--- config.mk ---
export PLATFORM = sky130hd
export DESIGN_NAME = board_check_sequencer
export DESIGN_NICKNAME = d
export VERILOG_FILES = /design/src/rtl/sudoku_pkg.sv /design/src/rtl/board_check_sequencer.sv
export SDC_FILE = /design/constraint.sdc
export NUM_CORES = 1
export LEC_CHECK = 0
export ABC_CLOCK_PERIOD_IN_PS = 4180
export BUFFER_PORTS_ARGS = -buffer_cell sky130_fd_sc_hd__buf_4
export CORE_MARGIN = 4
export CORE_UTILIZATION = 35
export CTS_CLUSTER_DIAMETER = 30
export DETAILED_ROUTE_END_ITERATION = 10
export GPL_TIMING_DRIVEN = 0
export HOLD_SLACK_MARGIN = 0.03
export PLACE_DENSITY = 0.48
export SKIP_LAST_GASP = 1
export SYNTH_ARGS = -nofsm -noshare
export SYNTH_HDL_FRONTEND = slang
export SYNTH_SLANG_ARGS = --single-unit
--- constraint.sdc ---
create_clock -name clk -period 4.18 [get_ports clk]
set_input_delay 0.836 -clock clk [delete_from_list [all_inputs] [get_ports clk]]
set_output_delay 0.836 -clock clk [all_outputs]
set_load 0.01 [all_outputs]
--- src/rtl/sudoku_pkg.sv ---
// Shared sudoku definitions: board geometry, checker state encoding and the
// 3x3 box lookup used by the checker, the game FSM and the display.
package sudoku_pkg;

    localparam int N      = 9;
    localparam int CELL_W = 4;

    typedef enum logic [1:0] {
        IDLE   = 2'd0,
        SCAN   = 2'd1,
        DRAIN  = 2'd2,
        REPORT = 2'd3
    } state_e;

    // Row or column coordinate 0..8 to its band 0..2 without a divider.
    function automatic logic [3:0] third_of(input logic [3:0] v);
        if (v >= 4'd6)      return 4'd2;
        else if (v >= 4'd3) return 4'd1;
        else                return 4'd0;
    endfunction

    function automatic logic [3:0] box_of(input logic [3:0] x, input logic [3:0] y);
        return 4'(third_of(y) * 4'd3 + third_of(x));
    endfunction

endpackage

--- src/rtl/board_check_sequencer.sv ---
// Scans all 81 board cells through the shared RAM read port (display has
// priority) and reports full / conflict / victory.
module board_check_sequencer
    import sudoku_pkg::*;
(
    input  logic              clk,
    input  logic              reset,
    input  logic              check_start,
    input  logic              disp_req,
    input  logic [3:0]        disp_x,
    input  logic [3:0]        disp_y,
    output logic              disp_gnt,
    output logic              disp_valid,
    output logic [CELL_W-1:0] disp_data,
    output logic              mem_rd_en,
    output logic [3:0]        mem_x,
    output logic [3:0]        mem_y,
    input  logic [CELL_W-1:0] mem_rd_data,
    output logic              busy,
    output logic              done,
    output logic              board_full,
    output logic              board_valid,
    output logic              err_valid,
    output logic [3:0]        err_x,
    output logic [3:0]        err_y
);

    localparam logic [3:0] LAST = 4'(N - 1);

    state_e       state_q, state_d;
    logic [3:0]   x_q, x_d, y_q, y_d;
    logic [3:0]   rd_x_q, rd_y_q;
    logic         scan_rd_q, disp_rd_q;
    logic [N-1:0] row_q [N];
    logic [N-1:0] row_d [N];
    logic [N-1:0] col_q [N];
    logic [N-1:0] col_d [N];
    logic [N-1:0] box_q [N];
    logic [N-1:0] box_d [N];
    logic         empty_q, empty_d;
    logic         err_valid_q, err_valid_d;
    logic [3:0]   err_x_q, err_x_d, err_y_q, err_y_d;
    logic         done_q, done_d, full_q, full_d, win_q, win_d;

    logic         scan_issue;
    logic [3:0]   box_idx, bit_idx;
    logic         dup;

    assign scan_issue  = (state_q == SCAN) && !disp_req;
    assign disp_gnt    = disp_req;
    assign mem_rd_en   = disp_req || (state_q == SCAN);
    assign mem_x       = disp_req ? disp_x : x_q;
    assign mem_y       = disp_req ? disp_y : y_q;
    assign disp_valid  = disp_rd_q;
    assign disp_data   = disp_rd_q ? mem_rd_data : '0;
    assign busy        = (state_q != IDLE);
    assign done        = done_q;
    assign board_full  = full_q;
    assign board_valid = win_q;
    assign err_valid   = err_valid_q;
    assign err_x       = err_x_q;
    assign err_y       = err_y_q;

    // Returned datum belongs to the cell registered at issue time.
    assign box_idx = box_of(rd_x_q, rd_y_q);
    assign bit_idx = mem_rd_data - 4'd1;
    assign dup     = (mem_rd_data > 4'd9) || row_q[rd_y_q][bit_idx]
                   || col_q[rd_x_q][bit_idx] || box_q[box_idx][bit_idx];

    always_comb begin
        // NOTE: every next-state variable takes its current value first so no path leaves it unassigned (no latch).
        state_d     = state_q;
        x_d         = x_q;
        y_d         = y_q;
        row_d       = row_q;
        col_d       = col_q;
        box_d       = box_q;
        empty_d     = empty_q;
        err_valid_d = err_valid_q;
        err_x_d     = err_x_q;
        err_y_d     = err_y_q;
        full_d      = full_q;
        win_d       = win_q;
        done_d      = 1'b0;

        if (scan_rd_q) begin
            if (mem_rd_data == '0) begin
                empty_d = 1'b1;
            end else if (dup) begin
                if (!err_valid_q) begin
                    err_valid_d = 1'b1;
                    err_x_d     = rd_x_q;
                    err_y_d     = rd_y_q;
                end
            end else begin
                row_d[rd_y_q][bit_idx]  = 1'b1;
                col_d[rd_x_q][bit_idx]  = 1'b1;
                box_d[box_idx][bit_idx] = 1'b1;
            end
        end

        case (state_q)
            IDLE: begin
                if (check_start) begin
                    state_d     = SCAN;
                    x_d         = '0;
                    y_d         = '0;
                    empty_d     = 1'b0;
                    err_valid_d = 1'b0;
                    err_x_d     = '0;
                    err_y_d     = '0;
                    full_d      = 1'b0;
                    win_d       = 1'b0;
                    for (int i = 0; i < N; i++) begin
                        row_d[i] = '0;
                        col_d[i] = '0;
                        box_d[i] = '0;
                    end
                end
            end
            SCAN: begin
                if (scan_issue) begin
                    if (x_q == LAST) begin
                        x_d = '0;
                        if (y_q == LAST) state_d = DRAIN;
                        else             y_d = y_q + 4'd1;
                    end else begin
                        x_d = x_q + 4'd1;
                    end
                end
            end
            // The final scanner read always returns during the single DRAIN cycle.
            DRAIN: state_d = REPORT;
            REPORT: begin
                full_d  = ~empty_q;
                win_d   = ~empty_q & ~err_valid_q;
                done_d  = 1'b1;
                state_d = IDLE;
            end
            default: state_d = IDLE;
        endcase
    end

    always_ff @(posedge clk) begin
        if (!reset) begin
            state_q     <= IDLE;
            x_q         <= '0;
            y_q         <= '0;
            rd_x_q      <= '0;
            rd_y_q      <= '0;
            scan_rd_q   <= 1'b0;
            disp_rd_q   <= 1'b0;
            empty_q     <= 1'b0;
            err_valid_q <= 1'b0;
            err_x_q     <= '0;
            err_y_q     <= '0;
            done_q      <= 1'b0;
            full_q      <= 1'b0;
            win_q       <= 1'b0;
            // NOTE: the masks are plain flops (27x9), so they are reset like any other state rather than treated as RAM.
            for (int i = 0; i < N; i++) begin
                row_q[i] <= '0;
                col_q[i] <= '0;
                box_q[i] <= '0;
            end
        end else begin
            // NOTE: non-blocking updates so every flop samples pre-edge values.
            state_q     <= state_d;
            x_q         <= x_d;
            y_q         <= y_d;
            rd_x_q      <= x_q;
            rd_y_q      <= y_q;
            scan_rd_q   <= scan_issue;
            disp_rd_q   <= disp_req;
            empty_q     <= empty_d;
            err_valid_q <= err_valid_d;
            err_x_q     <= err_x_d;
            err_y_q     <= err_y_d;
            done_q      <= done_d;
            full_q      <= full_d;
            win_q       <= win_d;
            row_q       <= row_d;
            col_q       <= col_d;
            box_q       <= box_d;
        end
    end

endmodule
Word level (Yosys, flattened, before mapping)
Index checks and enable logic that the tools add are counted.
{"block": "totals", "out_inout_bits": 28, "reg_bits": 276, "wordCells": 180}
{"block": "classes", "n_addsub": 4, "mul": 1, "n_mux": 83, "n_lt_le_gt_ge": 13, "bitwise": 9, "eq_ne": 10, "n_reduce_logical": 19}
{"op": "two-way mux 81 bit", "count": 15}
{"op": "bitwise OR 81 bit", "count": 3}
{"op": "binary-select mux 9 bit (select 4 bit)", "count": 3}
{"op": "demux 9 bit (select 4 bit)", "count": 3}
{"op": "two-way mux 4 bit", "count": 21}
{"op": "two-way mux 9 bit", "count": 9}
{"op": "two-way mux 1 bit", "count": 17}
{"op": "one-hot mux 4 bit (2 select lines)", "count": 2}
{"op": "greater-or-equal comparator 5 bit, second input constant", "count": 3}
{"op": "less-than comparator 5 x 1 -> 1 bit, second input constant", "count": 3}
{"op": "inverter 4 -> 5 bit", "count": 3}
{"op": "binary-select mux 1 bit (select 4 bit)", "count": 3}
{"op": "two-way mux 2 bit", "count": 6}
{"op": "adder 4 x 1 -> 4 bit, second input constant", "count": 2}
{"op": "== test 4 bit, second input constant", "count": 2}
{"op": "greater-or-equal comparator 4 x 2 -> 1 bit, second input constant", "count": 2}
{"op": "greater-or-equal comparator 4 x 3 -> 1 bit, second input constant", "count": 2}
{"op": "one-hot mux 2 bit (4 select lines)", "count": 1}
{"op": "!= test 2 bit, second input constant", "count": 3}
{"op": "nonzero test 2 bit", "count": 3}
{"op": "logical AND 1 bit", "count": 5}
{"op": "less-than comparator 4 x 5 -> 1 bit, second input constant", "count": 1}
{"op": "AND reduction 5 bit", "count": 1}
{"op": "adder 4 bit", "count": 1}
{"op": "other kinds (18)", "count": 25}

Longest topological paths before layout
{"block": "depth", "ltp_word": 17, "depth_mapped": 18, "depth_no_buf": 14}

Worst setup path after synthesis
No wires, ideal clock.
{"block": "synth_path", "kind": "register -> register", "start": "register rd_x_q[0]", "end": "register box_q[17] in the netlist's numbering", "t_arrival_ps": 4090, "path_stages_with_launch": 17, "path_slack_ps": -11, "cell_sequence": "dfxtp_1 > buf_4 > buf_2 > buf_2 > nand3b_1 > a21oi_1 > ha_1 > nand2_1 > fa_1 > clkbuf_1 > nor2b_1 > a221oi_1 > a31oi_1 > a2111oi_4 > nand3_4 > buf_2 > o41ai_1"}
{"block": "synth_via", "elab_chain_cells": 16}
{"element": "start: declaration", "line_no": "board_check_sequencer.sv:32", "rtl": "logic [3:0] rd_x_q, rd_y_q;"}
{"element": "start signal: assignment", "line_no": "board_check_sequencer.sv:171", "rtl": "rd_x_q <= x_q;"}
{"element": "greater-or-equal comparator 4 x 2 -> 1 bit", "line_no": "sudoku_pkg.sv:18", "rtl": "else if (v >= 4'd3) return 4'd1;"}
{"element": "two-way mux 1 bit", "line_no": "sudoku_pkg.sv:18"}
{"element": "two-way mux 2 bit", "line_no": "sudoku_pkg.sv:17", "rtl": "if (v >= 4'd6) return 4'd2;"}
{"element": "adder 4 bit", "line_no": "sudoku_pkg.sv:23", "rtl": "return 4'(third_of(y) * 4'd3 + third_of(x));"}
{"element": "inverter 4 -> 5 bit (implied by the code)", "line_no": "board_check_sequencer.sv:68, board_check_sequencer.sv:98"}
{"element": "binary-select mux 9 bit (select 4 bit)", "line_no": "board_check_sequencer.sv:68", "rtl": "|| col_q[rd_x_q][bit_idx] || box_q[box_idx][bit_idx];"}
{"element": "two-way mux 9 bit (implied by the code) (2 in series)", "line_no": "board_check_sequencer.sv:68"}
{"element": "binary-select mux 1 bit (select 4 bit)", "line_no": "board_check_sequencer.sv:68"}
{"element": "two-way mux 1 bit (implied by the code)", "line_no": "board_check_sequencer.sv:68"}
{"element": "logical OR 1 bit", "line_no": "board_check_sequencer.sv:68"}
{"element": "two-way mux 81 bit *", "line_no": "board_check_sequencer.sv:89", "rtl": "end else if (dup) begin"}
{"element": "two-way mux 81 bit *", "line_no": "board_check_sequencer.sv:87", "rtl": "if (mem_rd_data == '0) begin"}
{"element": "two-way mux 81 bit *", "line_no": "board_check_sequencer.sv:86", "rtl": "if (scan_rd_q) begin"}
{"element": "two-way mux 81 bit", "line_no": "board_check_sequencer.sv:104", "rtl": "if (check_start) begin"}
{"element": "two-way mux 81 bit *", "line_no": "board_check_sequencer.sv:102", "rtl": "case (state_q)"}
{"element": "end signal: assignment", "line_no": "board_check_sequencer.sv:184", "rtl": "box_q <= box_d;"}
{"element": "end: declaration", "line_no": "board_check_sequencer.sv:38", "rtl": "logic [N-1:0] box_q [N];"}
Every way passes the cells marked *; elsewhere a longest branch is shown, timed or not. The select of a mux whose other input is x is not followed.
A chain may end at the register's enable or synchronous reset.

Final worst setup path
{"block": "layout_path", "start": "register rd_y_q[2]", "end": "register box_q[53] in the netlist's numbering"}
{"block": "layout_via", "elab_chain_cells": 17}
{"element": "start: declaration", "line_no": "board_check_sequencer.sv:32"}
{"element": "start signal: assignment", "line_no": "board_check_sequencer.sv:172", "rtl": "rd_y_q <= y_q;"}
{"element": "greater-or-equal comparator 4 x 2 -> 1 bit", "line_no": "sudoku_pkg.sv:18"}
{"element": "two-way mux 1 bit", "line_no": "sudoku_pkg.sv:18"}
{"element": "two-way mux 2 bit", "line_no": "sudoku_pkg.sv:17"}
{"element": "multiplier 4 x 2 -> 4 bit", "line_no": "sudoku_pkg.sv:23"}
{"element": "adder 4 bit", "line_no": "sudoku_pkg.sv:23"}
{"element": "inverter 4 -> 5 bit (implied by the code)", "line_no": "board_check_sequencer.sv:68, board_check_sequencer.sv:98"}
{"element": "binary-select mux 9 bit (select 4 bit)", "line_no": "board_check_sequencer.sv:68"}
{"element": "two-way mux 9 bit (implied by the code) (2 in series)", "line_no": "board_check_sequencer.sv:68"}
{"element": "binary-select mux 1 bit (select 4 bit)", "line_no": "board_check_sequencer.sv:68"}
{"element": "two-way mux 1 bit (implied by the code)", "line_no": "board_check_sequencer.sv:68"}
{"element": "logical OR 1 bit", "line_no": "board_check_sequencer.sv:68"}
{"element": "two-way mux 81 bit *", "line_no": "board_check_sequencer.sv:89"}
{"element": "two-way mux 81 bit *", "line_no": "board_check_sequencer.sv:87"}
{"element": "two-way mux 81 bit *", "line_no": "board_check_sequencer.sv:86"}
{"element": "two-way mux 81 bit", "line_no": "board_check_sequencer.sv:104"}
{"element": "two-way mux 81 bit *", "line_no": "board_check_sequencer.sv:102"}
Marks and branches as above.

==> run_results.csv <==
group,metric,value,unit
hold_path,hold_path_depth,2,
place,io_buffers,41,
power,p_total,0.00886,W
grt,grt_usage,22.9,%
routing,vias,10800,
final_layout,fin_area,0.0160,mm^2
worst_setup_path,arrival,4.51,ns
power,p_leak,5.97,nW
power,p_comb_share,11.2,%
floorplanning,die_area,0.0371,mm^2
floorplanning,die_x,193,um
routing,drtPass1Iterations,5,
final_layout,drive_gt1_share,22.0,%
floorplanning,io_pins,44,
clock_network,h-tree-depth,3,
power,peakVddDrop,0.000290,V
sta,tightest_slew,1.25,ns
floorplanning,die_y,193,um
grt,grt_max_degree,20,
place,pre_cts_ws,-1.91,ns
synth,ys_seq_area_share,46.3,%
clock_network,tritoncts,"yes",
synth,synthesis.nets,1397,
clock_network,cts_root_buf,"clkbuf_16",
grt,grt_pass1_vias,10700,
worst_setup_path,cp.required,4.64,ns
synth,ys_warn_count,0,
synth,synth_cells,1364,
sta,period_share,96.9,%
status,status,"complete, no violations",
sta,final_hold_viol_count,0,
worst_setup_path,end_kind,"flip-flop",
clock_network,numClockSinks,276,
worst_setup_path,r2r_cells,16,
synth,synth-async-reset-ratio,0,%
final_layout,areaGrowthSynthToFinish,34.5,%
grt,grt_pass1_wl,64300,um
clock_network,holdBufCountCts,0,
synth,synth.distinct_cells,60,
power,internal_power,0.00655,W
hold_path,hold_path.class,"flip-flop to flip-flop",
floorplanning,rows,67,
synth,ys_ff_latch,276,
power,p_sw,0.00231,W
synth,avgSynthCellArea,8.75,um^2
sta,finalSetupViolCount,0,
routing,ant_nets,0,
place,globalplace.congestion,0.909,
final_layout,fin_nets,1548,
routing,drtIter0Drc,649,
power,powerDensity,552,mW/mm^2
power,p_sw_share,26.1,%
place,hpwl,30000,um
power,pwr-share-seq,30.4,%
worst_setup_path,startpoint_type,"flip-flop",
clock_network,clkTransAtPathRegs,0.04,ns
worst_setup_path,crit_path_max_fanout,10,
grt,grt-ovfl-total,0,
clock_network,cts_buffers,68,
sta,fin_crit,4.05,ns
floorplanning,core_area,0.0336,mm^2
synth,netlist_area,0.0119,mm^2
clock_network,worstSkewPairLatency,0.56,ns
sta,fmax,247,MHz
routing,drc_errors,0,
sta,fin_ws,0.128,ns
synth,synth_edf_count,0,
run,maxCapViolCount,0,
sta,fin_worst_skew,0.0255,ns
power,clkPwrFrac,58.4,%
place,dpl_cell_area,0.0128,mm^2
sta,drv_slew,0,
sta,whs,0.441,ns
floorplanning,start_util,35.5,%
routing,wl_per_cell,21.2,um
routing,wl,42500,um
sta,maxSlewHeadroom,16.8,%
worst_setup_path,path_class,"flip-flop to flip-flop",
clock_network,cts_buffer_depth,3,
final_layout,diodes,0,
synth,synth_ff_type,"dfxtp_1",
grt,grt_antenna_before_repair,1,
routing,viasPerCell,5.37,
-- synthesized netlist by cell type, types with 5 or more instances --
cell type    n  area, um^2
dfxtp_1    276        5530
a32oi_1      5        43.8
ha_1        16         200
o21ai_0    202        1010
nor2b_1     12        75.1
mux2i_1     34         340
nand2_1    314        1180
and2_1      19         119
nand4_1      9        56.3
o41ai_1     20         175
a211oi_1     5        37.5
nand3_1     38         190
nand2b_1    11        68.8
a21oi_1     22         110
nand3b_1     5        37.5
o31ai_1      9        67.6
mux4_2      39         878
clkbuf_1    79         297
a221oi_1     7        61.3
nor3_1       7        35.0
mux2_2       7        78.8
buf_2       19        95.1
or3_1       29         181
nor2_1      56         210
a31oi_1     28         175
a221o_1      5        50.1
inv_1       37         139
-- cell usage in the layout (no fill, tap or decap), drive strengths merged, types with 5 or more instances in the layout --
master	n
a221oi	7
clkinv	9
inv	39
nor3	7
nand4	9
or3	29
a21oi	22
buf	113
nor2b	12
dfxtp	276
clkinvlp	7
nand3	39
mux2	7
o21ai	204
a211oi	6
a221o	5
nand3b	5
bufinv	7
o41ai	20
mux4	39
nand2	314
nand2b	11
a31oi	28
and2	19
mux2i	34
clkbuf	159
a32oi	5
nor2	56
ha	16
o31ai	9
-- kinds of logic after synthesis --
logic type | after synthesis | share of synthesized area [%]
mux | 80 | 10.9
xor+xnor | 5 | 0.430
compound gates | 332 | 16.8
buf+inv | 141 | 4.73
simple gates | 513 | 19.0
fa+ha+maj | 17 | 1.85
flops | 276 | 46.3
-- cell type report --
type | count | area, um^2
Fill cell | 3269 | 17600
Multi-Input combinational cell | 947 | 6230
Sequential cell | 276 | 5530
Clock buffer | 88 | 1920
Timing Repair Buffer | 87 | 748
Buffer | 98 | 597
Tap cell | 448 | 561
Clock inverter | 25 | 325
Inverter | 37 | 139
-- worst max-delay path, cell delays in order (launching register included) --
cell       delay [ns]
dfxtp_1          0.38
buf_6            0.20
buf_6            0.20
a21oi_4          0.08
and2_4           0.16
ha_4             0.34
buf_12           0.18
mux4_2           0.58
a221oi_2         0.30
a31oi_1          0.16
a2111oi_4        0.32
buf_6            0.18
buf_12           0.11
nand3_4          0.10
buf_12           0.17
buf_8            0.15
o41ai_4          0.31
-- power groups by stage --
stage / sequential, W / clock [W] / combinational, W
global placement: 0.00274 / 0 / 0.000906
floorplan: 0.00273 / 0 / 0.000543
finish: 0.00270 / 0.00517 / 0.000990
detailed placement: 0.00274 / 0 / 0.000903
global route: 0.00270 / 0.00538 / 0.00107
CTS: 0.00270 / 0.00522 / 0.000956
-- per-stage QoR --
step                      TNS, ns  cells  utilization [%]
after floorplan                 0   1364                -
after global placement    -404.59   1853             38.1
after detailed placement  -391.47   1853             38.1
after CTS                       0   1982             46.3
after global routing      -0.0179   2006             47.7
final                           0   2006             47.7
-- path summary, 6_finish.rpt --
check	start	to	slack, ns
min	box_q[23]	box_q[23]	0.44
max	rd_y_q[2]	box_q[53]	0.13
min reg2reg	box_q[23]	box_q[23]	0.44
max reg2reg	rd_y_q[2]	box_q[53]	0.13
-- state kept, by name, indices dropped and copies added, names as in the netlist --
| register | cells |
|---|---|
| row_q | 81 |
| x_q | 4 |
| err_y | 4 |
| disp_valid | 1 |
| err_x | 4 |
| col_q | 81 |
| rd_y_q | 4 |
| empty_q | 1 |
| y_q | 4 |
| state_q | 2 |
| board_full | 1 |
| scan_rd_q | 1 |
| done | 1 |
| rd_x_q | 4 |
| board_valid | 1 |
| err_valid | 1 |
| box_q | 81 |
-- layer usage --
metal / vias to the layer above / GRT usage (%) / wire length, um
met4: 0 / 8.20 / 1270
met5: - / 0 / 0
met2: 315 / 36.4 / 19600
met1: 5271 / 31.2 / 19400
li1: 5094 / - / -
met3: 85 / 4.43 / 2210
-- what timing repair did --
item                                   in CTS  in global routing
gates resized for setup                    95                 67
gates cloned                                1                  1
endpoints found under the hold margin       0                  0
pin swaps                                   7                 14
setup endpoints to repair                 252                229
buffers inserted                           19                 25
Power figures use the tool's default switching activity.
